$ cat config.mk
export PLATFORM = sky130hd
export DESIGN_NAME = irq_arbiter
export DESIGN_NICKNAME = d
export VERILOG_FILES = /design/src/rtl/irq_pkg.sv /design/src/rtl/irq_sync.sv /design/src/rtl/irq_arbiter.sv
export SDC_FILE = /design/constraint.sdc
export NUM_CORES = 1
export LEC_CHECK = 0
export CORE_UTILIZATION = 30
export DETAILED_ROUTE_END_ITERATION = 8
export HOLD_SLACK_MARGIN = 0.15
export MAX_ROUTING_LAYER = met4
export PLACE_DENSITY = 0.53
export SLEW_MARGIN = 5
export SYNTH_ARGS = -nofsm -noshare
export SYNTH_HDL_FRONTEND = slang
export SYNTH_SLANG_ARGS = --single-unit
$ cat constraint.sdc
create_clock -name clk -period 1.73 [get_ports clk]
set_input_delay 0.346 -clock clk [delete_from_list [all_inputs] [get_ports clk]]
set_output_delay 0.346 -clock clk [all_outputs]
set_load 0.02 [all_outputs]
$ cat src/rtl/irq_pkg.sv
// Shared definitions for the interrupt arbiter: FSM encoding, trigger-mode
// constants and the width of the source index.
package irq_pkg;

    typedef enum logic [1:0] {
        ST_IDLE    = 2'd0,
        ST_REQ     = 2'd1,
        ST_SERVICE = 2'd2
    } state_t;

    localparam logic MODE_EDGE  = 1'b1;
    localparam logic MODE_LEVEL = 1'b0;

    function automatic int id_width(input int n);
        return (n < 2) ? 1 : $clog2(n);
    endfunction

endpackage

$ cat src/rtl/irq_sync.sv
// Per-source synchronizer: SYNC_STAGES flops into the clk domain, then a delay
// flop that yields a registered level and a registered rising-edge pulse.
module irq_sync #(
    parameter int SYNC_STAGES = 2
) (
    input  logic clk,
    input  logic rst,
    input  logic raw,
    output logic level_s,
    output logic rise_s
);

    logic [SYNC_STAGES-1:0] sync_q;
    logic                   dly_q;
    logic                   rise_q;

    // Edge pulse is registered so level and edge sources see identical latency.
    always_ff @(posedge clk or posedge rst) begin
        if (rst) begin
            sync_q <= '0;
            dly_q  <= 1'b0;
            rise_q <= 1'b0;
        end else begin
            sync_q <= {sync_q[SYNC_STAGES-2:0], raw};
            dly_q  <= sync_q[SYNC_STAGES-1];
            rise_q <= sync_q[SYNC_STAGES-1] & ~dly_q;
        end
    end

    assign level_s = dly_q;
    assign rise_s  = rise_q;

endmodule

$ cat src/rtl/irq_arbiter.sv
// Fixed-priority interrupt arbiter: per-source edge/level pending bits, a
// lowest-index-wins request FSM with ack/done handshake and an ack counter.
module irq_arbiter
    import irq_pkg::*;
#(
    parameter  int N_SRC       = 4,
    parameter  int SYNC_STAGES = 2,
    localparam int ID_W        = id_width(N_SRC)
) (
    input  logic             clk,
    input  logic             rst,
    input  logic [N_SRC-1:0] src_irq,
    input  logic [N_SRC-1:0] src_edge,
    input  logic [N_SRC-1:0] src_en,
    output logic             irq_req,
    output logic [ID_W-1:0]  irq_id,
    input  logic             irq_ack,
    input  logic             irq_done,
    output logic             busy,
    output logic [N_SRC-1:0] pending,
    output logic [15:0]      ack_count
);

    logic [N_SRC-1:0] level_s, rise_s;
    logic [N_SRC-1:0] pend_q, pend_nxt, ack_clr;
    logic [ID_W-1:0]  low_idx, id_nxt;
    logic             any_hit, cnt_inc;
    state_t           state, state_nxt;

    for (genvar g = 0; g < N_SRC; g++) begin : g_src
        irq_sync #(.SYNC_STAGES(SYNC_STAGES)) u_sync (
            .clk     (clk),
            .rst     (rst),
            .raw     (src_irq[g]),
            .level_s (level_s[g]),
            .rise_s  (rise_s[g])
        );
    end

    // A fresh edge in the ack cycle wins over the clear.
    always_comb begin
        ack_clr  = '0;
        pend_nxt = '0;
        for (int i = 0; i < N_SRC; i++) begin
            ack_clr[i] = (state == ST_REQ) && irq_ack && (irq_id == ID_W'(i));
            if (src_edge[i] == MODE_EDGE)
                pend_nxt[i] = (pend_q[i] & ~ack_clr[i]) | rise_s[i];
            else
                pend_nxt[i] = level_s[i];
        end
    end

    always_comb begin
        any_hit = |(pend_q & src_en);
        low_idx = '0;
        for (int i = N_SRC - 1; i >= 0; i--)
            if (pend_q[i] && src_en[i]) low_idx = ID_W'(i);
    end

    always_comb begin
        state_nxt = state;
        id_nxt    = irq_id;
        cnt_inc   = 1'b0;
        case (state)
            ST_IDLE: begin
                if (any_hit) begin
                    state_nxt = ST_REQ;
                    id_nxt    = low_idx;
                end
            end
            ST_REQ: begin
                if (irq_ack) begin
                    state_nxt = ST_SERVICE;
                    cnt_inc   = 1'b1;
                end
            end
            ST_SERVICE: begin
                if (irq_done) state_nxt = ST_IDLE;
            end
            default: state_nxt = ST_IDLE;
        endcase
    end

    always_ff @(posedge clk or posedge rst) begin
        if (rst) begin
            state     <= ST_IDLE;
            irq_id    <= '0;
            pend_q    <= '0;
            ack_count <= '0;
        end else begin
            state  <= state_nxt;
            irq_id <= id_nxt;
            pend_q <= pend_nxt;
            if (cnt_inc) ack_count <= ack_count + 16'd1;
        end
    end

    assign irq_req = (state == ST_REQ);
    assign busy    = (state == ST_SERVICE);
    assign pending = pend_q;

endmodule

Word-level counts from Yosys, hierarchy flattened
Index checks and enable logic that the tools add are counted.
Widths: inputs -> output; s select.
- add/sub/neg operators: 1
- eq/ne operators: 8
- multiplexer cells: 14
- bitwise logic cells: 21
- reductions and logical operators: 14
- operators by type and width (kind ; number):
    $add 16x1->16 const B ; 1
    $mux 2 ; 7
    $logic_and 1x1->1 ; 9
    $and 1x1->1 ; 8
    $not 1->1 ; 8
    $eq 2x2->1 const B ; 3
    $mux 1 ; 6
    $pmux 2 s3 ; 1
    $and 4x4->4 ; 1
    $eq 2x1->1 const B ; 2
    $logic_not 2->1 ; 2
    $ne 2x2->1 const B ; 2
    $or 1x1->1 ; 4
    $reduce_or 4->1 ; 1
    $reduce_and 3->1 ; 1
    $ne 2x1->1 const B ; 1
    $reduce_and 2->1 ; 1
- register bits after elaboration: 40
- bits of input ports: 16
- output and inout port bits: 24
- logic and storage cells: 74

Logic depth before layout (Yosys ltp)
Gate-level depths: netlist (run 1).
- word-level depth: 7
- depth in mapped cells: 5
- depth with buffers taken out: 5

Hierarchy
A second synthesis (run 1) with hierarchy kept.
- cell total of the unflattened synthesis: 128
- area, all modules: 1577.8 µm²
- modules (own cells, without submodules) (module ; times used ; cells each ; area each (µm²) ; seq. area each (µm²)):
    irq_arbiter ; 1 ; 104 ; 1107.3 ; 600.6
    irq_sync ; 4 ; 6 ; 117.6 ; 100.1

Worst setup path before layout (run 1)
Ideal clock, no wire load.
- path type: flip-flop to flip-flop
- start point: register ack_count[0]
- end point: register ack_count[12]
- library setup time: 0.130 ns
- arrival: 1.376 ns
- required time: 1.600 ns
- setup slack: 0.224 ns
- stages on the path, launching flop included: 6
- path buffers: 0
- clock period less this slack: 1.506 ns
- cell sequence: dfrtp_1 > ha_1 > nand2_1 > nor4_4 > nand3_1 > xnor2_1
- longest elaborated chain between the ends: 1
- ends and longest elaborated chain (element ; RTL line ; RTL):
    from (decl) ; irq_arbiter.sv:21 ; output logic [15:0] ack_count
    from (signal assigned) ; irq_arbiter.sv:94 ; if (cnt_inc) ack_count <= ack_count + 16'd1;
    $add 16x1->16 ; irq_arbiter.sv:94 ;
No other way between the ends.
A chain may end at the register's enable or synchronous reset.

Worst setup path after layout (run 1)
- start point: register pend_q[1] (netlist: pending[1])
- end point: output pending[1]
- RTL lines (element ; RTL line ; RTL):
    from (decl) ; irq_arbiter.sv:25 ; logic [N_SRC-1:0] pend_q, pend_nxt, ack_clr;
    from (signal assigned) ; irq_arbiter.sv:93 ; pend_q <= pend_nxt;
    to (decl) ; irq_arbiter.sv:20 ; output logic [N_SRC-1:0] pending,
No word-level cell between the ends.

==> results of run 1 <==
[placed cells by master, fill, tap and decap left out, types with 3 or more instances in the layout]
cell             synthesis  final
dfrtp_1                 40     40
clkdlybuf4s50_1          0     26
nand2_1                 11     11
a21oi_1                 11     11
xnor2_1                 10     10
nor2_1                   9      9
nand3_1                  7      7
clkbuf_8                 0      7
dlymetal6s2s_1           0      7
dlygate4sd2_1            0      6
xor2_1                   5      5
nor2b_1                  5      5
inv_1                    3      3
buf_4                    0      3
[final timing paths]
| path | start | slack [ps] | endpoint |
|---|---|---|---|
| worst max-delay path | pending[1] | 60 | pending[1] |
| worst min-delay path | g_src[2].u_sync.sync_q[0] | 350 | g_src[2].u_sync.sync_q[1] |
| worst max register to register | ack_count[4] | 210 | ack_count[13] |
| worst min register to register | g_src[2].u_sync.sync_q[0] | 350 | g_src[2].u_sync.sync_q[1] |
| max in group asynchronous | rst | 1130 | g_src[1].u_sync.sync_q[0] |
| min in group asynchronous | rst | 400 | ack_count[12] |
[power by group through the flow]
| stage | logic [uW] | registers [uW] | clock network, uW |
|---|---|---|---|
| 2_1_floorplan | 335 | 1340 | 0 |
| 3_3_place_gp | 787 | 1250 | 0 |
| 3_5_place_dp | 800 | 1260 | 0 |
| 4_1_cts | 761 | 1240 | 841 |
| 5_1_grt | 805 | 1270 | 887 |
| 6_report | 742 | 1240 | 810 |
[cells in the mapped netlist]
| cell | n |
|---|---|
| a32oi_1 | 1 |
| nor2_1 | 9 |
| and4b_1 | 1 |
| inv_1 | 3 |
| nand2_1 | 11 |
| buf_2 | 1 |
| xnor2_1 | 10 |
| ha_1 | 1 |
| nand3b_1 | 2 |
| o21ai_0 | 1 |
| a22o_1 | 1 |
| xor2_1 | 5 |
| and4_1 | 2 |
| mux2_2 | 2 |
| nor4_4 | 2 |
| and2b_1 | 1 |
| nor3_1 | 1 |
| nand4_1 | 2 |
| dfrtp_1 | 40 |
| nand3_1 | 7 |
| nor2b_1 | 5 |
| nand4b_4 | 1 |
| a211oi_1 | 1 |
| a21o_1 | 1 |
| and3b_1 | 1 |
| a21oi_1 | 11 |
[cell type report]
class / count / area, sq um
timing repair buffer: 43 / 443
tap: 67 / 83.8
sequential: 40 / 1000
inverter: 3 / 11.3
fill: 465 / 2640
clock inverter: 1 / 30.0
clock buffer: 7 / 96.3
multi-input combinational: 79 / 543
[metrics by stage]
| step | utilization [%] | TNS, ps | total power, uW | setup slack (ps) | std cells |
|---|---|---|---|---|---|
| floorplan | - | 0 | 1680 | 224 | 123 |
| global placement | 42.7 | -879 | 2040 | -104 | 232 |
| detailed placement | 42.7 | -1360 | 2060 | -185 | 232 |
| CTS | 45.2 | 0 | 2840 | 0.00733 | 240 |
| global route | 45.5 | 0 | 2960 | 0.314 | 240 |
| finish | 45.5 | 0 | 2790 | 63.6 | 240 |
[layer usage]
metal	GRT usage, %	wire length [um]	up-vias
met1	15.7	1310	519
met4	3.85	36	0
li1	-	-	518
met2	19.7	1390	43
met5	-	0	-
met3	5.01	202	5
[cell families (layout without fill, tap and decap cells)]
family | count (synthesis) | count (layout) | share of synthesized area [%]
and+or+nand+nor | 45 | 45 | 18.2
DFF | 40 | 40 | 64.2
xor gates and xnor gates | 15 | 15 | 8.42
AOI/OAI and AO/OA | 16 | 16 | 5.93
buffers and inverters | 4 | 54 | 1.04
adders and majority gates | 1 | 1 | 0.802
muxes | 2 | 2 | 1.44
[state kept, by name, indices dropped and copies added, names as in the netlist]
signal                flops
pending                   4
g_src.u_sync.level_s      4
state                     2
ack_count                16
g_src.u_sync.rise_s       4
irq_id                    2
g_src.u_sync.sync_q       8
==> out/results.ini, run 1 <==
[clock_tree]
path_clk_slew_ps=70
cts.htree.levels=2
clock_sinks=40
cts_tree=yes
post_cts_buffers=0
clk_latency_ps=290
cts_buffers=5
root_buffer=clkbuf_8
clk_path_buf_depth=2
holdBufCountCts=0
post_cts_resized=6

[drt]
route.detailed.drc=0
drt_iter0_drc=31
wirelength_um=2930
wire_per_inst_um=12.2
dr.pass1.iters=4
final_antenna_net_count=0
vias=1085
viasPerCell=4.52

[synthesis]
syn_nets=140
yosysTopAreaCell=dfrtp_1
synth_cell_types=26
ys_ff_latch=40
syn_avg_cell_area_sq_um=12.7
netlist.area_leader.share_pct=64.2
netlist_instances=123
synth_warnings=0
yosysSeqAreaShare_pct=64.2
yosys-top-cells-area=dfrtp_1 (64%), xnor2_1 (5.6%), a21oi_1 (3.5%)
synth.cell_area_sq_um=1560

[sta]
whs_ps=350
slew_viol_final=0
layout_min_cycle_time_ps=1670
skew_ps=3.67
fin_crit_sh_pct=96.3
rsz0062_at_grt=false
relSlewSlack_pct=78.1
setup_violations=0
worst_slew_pin_slew_ps=329
max_freq_ghz=0.600
hold_viol_final=0

[placed_design]
placed_cell_area_sq_um=2070
portBuffers=39
gp_congestion=0.696
hpwl_um=2080

[floorplan]
ios=40
die_area_sq_um=5490
die_y_um=74.1
coreArea_sq_um=4850
rows=25
start_util_pct=32.2
die_w_um=74.1

[finish]
design_area_sq_um=2210
nNetsFinal=189
diodes=0
area_growth_pct=41.5
drive_gt1_share_pct=9.83

[flow_run]
drv_cap=0

[setup_path]
slowest_stage=clkdlybuf4s50_1
cp_cell_sequence=clkdlybuf4s50_1
cp_num_buf_inv=1
crit_cells=1
critical-path-top-delay-family=buffers and inverters
cp-end-kind=output port
cp.required_ps=1380
worst-endpoint-arrival_ps=1320
slowest_delay_ps=630
startpoint_type=flop
crit_type=reg2out
worstPathMaxFanout=4
worst_r2r_path_depth=4

[grt]
antenna_found_initial=0
grt_pass1_wl_um=5060
grt_pass1_vias=1062
grt_use_total_pct=12.9
grt_max_degree=41
grt-ovfl-total=0

[status]
outcome=finished, final reports clean

[power_and_ir_drop]
p_clk_share_pct=29.0
power.share.sequential_pct=44.4
intPower_uw=1940
leakage_uw=0.00109
max-vdd-ir-drop_mv=0.556
switchingPower_uw=855
power_frac_comb_pct=26.6
powerDensity_nw_per_um2=1260
sw_frac_of_total_pct=30.6

[worst_hold_path]
holdPathStages=0
hold_path.class=reg2reg

Note: power is estimated with default switching activity, not from simulation.
==> run 2, diff against run 1 <==
--- a/config.mk
+++ b/config.mk
@@ -5,6 +5,8 @@
 export SDC_FILE = /design/constraint.sdc
 export NUM_CORES = 1
 export LEC_CHECK = 0
+export CORE_ASPECT_RATIO = 1.25
+export CORE_MARGIN = 1.5
 export CORE_UTILIZATION = 30
 export DETAILED_ROUTE_END_ITERATION = 8
 export HOLD_SLACK_MARGIN = 0.15
==> run 2 against run 1 <==
Setup slack improved by 0.95 ps. Highest routed layer unchanged. Largest power group unchanged. Critical path depth unchanged. Core utilization decreased by 2.3 points. Register-to-register slack improved by 50 ps. Sequential power about the same. Critical endpoint is now pending[3]. Non-clock buffer count increased by 1. Critical path type unchanged. Count of clock-buffer cells in the layout decreased by 1.
==> out/results.ini, run 2 (same netlist as run 1, synthesis figures left out) <==
[finish]
drive_gt1_share_pct=10.3
largest_register_ffs=16
nNetsFinal=190
fillCellCount=472
reg.largest.list=ack_count: 16 flops, g_src.u_sync.sync_q: 8 flops
final_common_cell=dfrtp_1
area_growth_pct=39.7
final_cell_mix=dfrtp_1 (40), clkdlybuf4s50_1 (26), nand2_1 (11), a21oi_1 (11), xnor2_1 (10)
final_util_pct=43.2
diodes=0
largest-register=ack_count
layout.cells.non_filler=236

[sta]
fin_crit_sh_pct=96.3
rsz0062_at_grt=false
worst_slew_pin_slew_ps=325
skew_ps=5.46
slew_viol_final=0
layout_min_cycle_time_ps=1670
setup_violations=0
whs_ps=356
hold_viol_final=0
final.setup.tns_ps=0
max_freq_ghz=0.600
relSlewSlack_pct=78.3

[setup_path]
cp_num_buf_inv=1
r2r_slack_ps=260
rr_endpoint=ack_count[13]
critPathCapture=pending[3]
worstPathMaxFanout=4
startpoint_type=flop
slowest_stage=clkdlybuf4s50_1
r2r-start=ack_count[4]
worst_r2r_path_depth=4
crit_type=reg2out
cp-end-kind=output port
slowest_delay_ps=630
crit_cells=1
critical-path-top-delay-family=buffers and inverters
worst-endpoint-arrival_ps=1320
startpoint=pending[3]
cp.required_ps=1380
cp_cell_sequence=clkdlybuf4s50_1

[grt]
antenna_found_initial=0
grt_use_total_pct=12.4
grt_pass1_wl_um=5040
grt-ovfl-total=0
grt_pass1_vias=1071
grt_max_degree=41

[clock_tree]
holdBufCountCts=0
root_buffer=clkbuf_8
clk_path_buf_depth=2
post_cts_buffers=0
clk_latency_ps=290
path_clk_slew_ps=70
cts_tree=yes
clock_sinks=40
cts_buffers=5
cts.htree.levels=2

[placed_design]
gp_congestion=0.729
portBuffers=39
hpwl_um=2080
dpl.cell_count=228

[flow_run]
drv_cap=0

[floorplan]
die_y_um=83.6
start_util_pct=30.9
rows=29
ios=40
die_area_sq_um=5650
coreArea_sq_um=5040
die_w_um=67.5

[drt]
dr.pass1.iters=4
vias=1081
drt_iter0_drc=48
wirelength_um=2880
route.detailed.drc=0
final_antenna_net_count=0
viasPerCell=4.58
wire_per_inst_um=12.2

[worst_hold_path]
hold_path.class=reg2reg

[power_and_ir_drop]
max-vdd-ir-drop_mv=0.655
powerDensity_nw_per_um2=1200
leakage_uw=0.00110
power_uw=2620

[status]
outcome=finished, final reports clean

[run 2: cell types whose count changed in the layout (fill, tap and decap cells not counted)]
cell	change
buf_4	+1
clkbuf_8	-1
dlymetal6s2s_1	+1
clkinv_2	+2
dlygate4sd2_1	-1
bufinv_16	-1
[run 2: final cells by class]
type,instances,area (sq um),share of cell area [%]
sequential,40,1000,45.9
multi-input combinational,79,543,24.9
timing repair buffer,44,454,20.8
clock buffer,6,82.6,3.79
tap,62,77.6,3.56
inverter,3,11.3,0.517
clock inverter,2,10.0,0.459
[run 2: worst reg2reg max path: stages, from the launching register on]
cell	delay, ps
dfrtp_1	430
nand4_1	300
nor4_4	340
nand4_1	150
xnor2_1	140
[run 2: repair_timing]
| item | in CTS | in global routing |
|---|---|---|
| gates resized for setup | 5 | 8 |
| pin swaps | 0 | 0 |
| setup endpoints to repair | 5 | 8 |
[run 2: power by group]
part	switching, uW	internal (uW)
Clock	308	318
Sequential	167	1070
Combinational	378	381
[run 2: how the worst min path moves through the flow]
stage                     depth (start not counted)  slack (ps)                       from                         to
after floorplan                                   0         330  g_src[0].u_sync.sync_q[0]  g_src[0].u_sync.sync_q[1]
after global placement                            0         330  g_src[0].u_sync.sync_q[0]  g_src[0].u_sync.sync_q[1]
after detailed placement                          0         340  g_src[3].u_sync.sync_q[0]  g_src[3].u_sync.sync_q[1]
after CTS                                         0         360  g_src[1].u_sync.sync_q[0]  g_src[1].u_sync.sync_q[1]
after global routing                              0         360  g_src[3].u_sync.sync_q[0]  g_src[3].u_sync.sync_q[1]
final                                             0         360  g_src[0].u_sync.sync_q[0]  g_src[0].u_sync.sync_q[1]
[run 2: metal layers]
metal  track usage [%]  wire length [um]  up-vias
met5                 -                 0        -
met4              4.45                51        0
met3              4.05               153        5
met2              19.0              1400       37
met1              15.1              1270      523
li1                  -                 -      516
[run 2: through the flow]
stage | worst slack (ps) | cell area (sq um)
final | 64.5 | 2180
after global routing | 14.5 | 2180
after CTS | 0.0200 | 2160
after detailed placement | -98.5 | 2070
after global placement | -84.2 | 2070
after floorplan | 224 | 1560
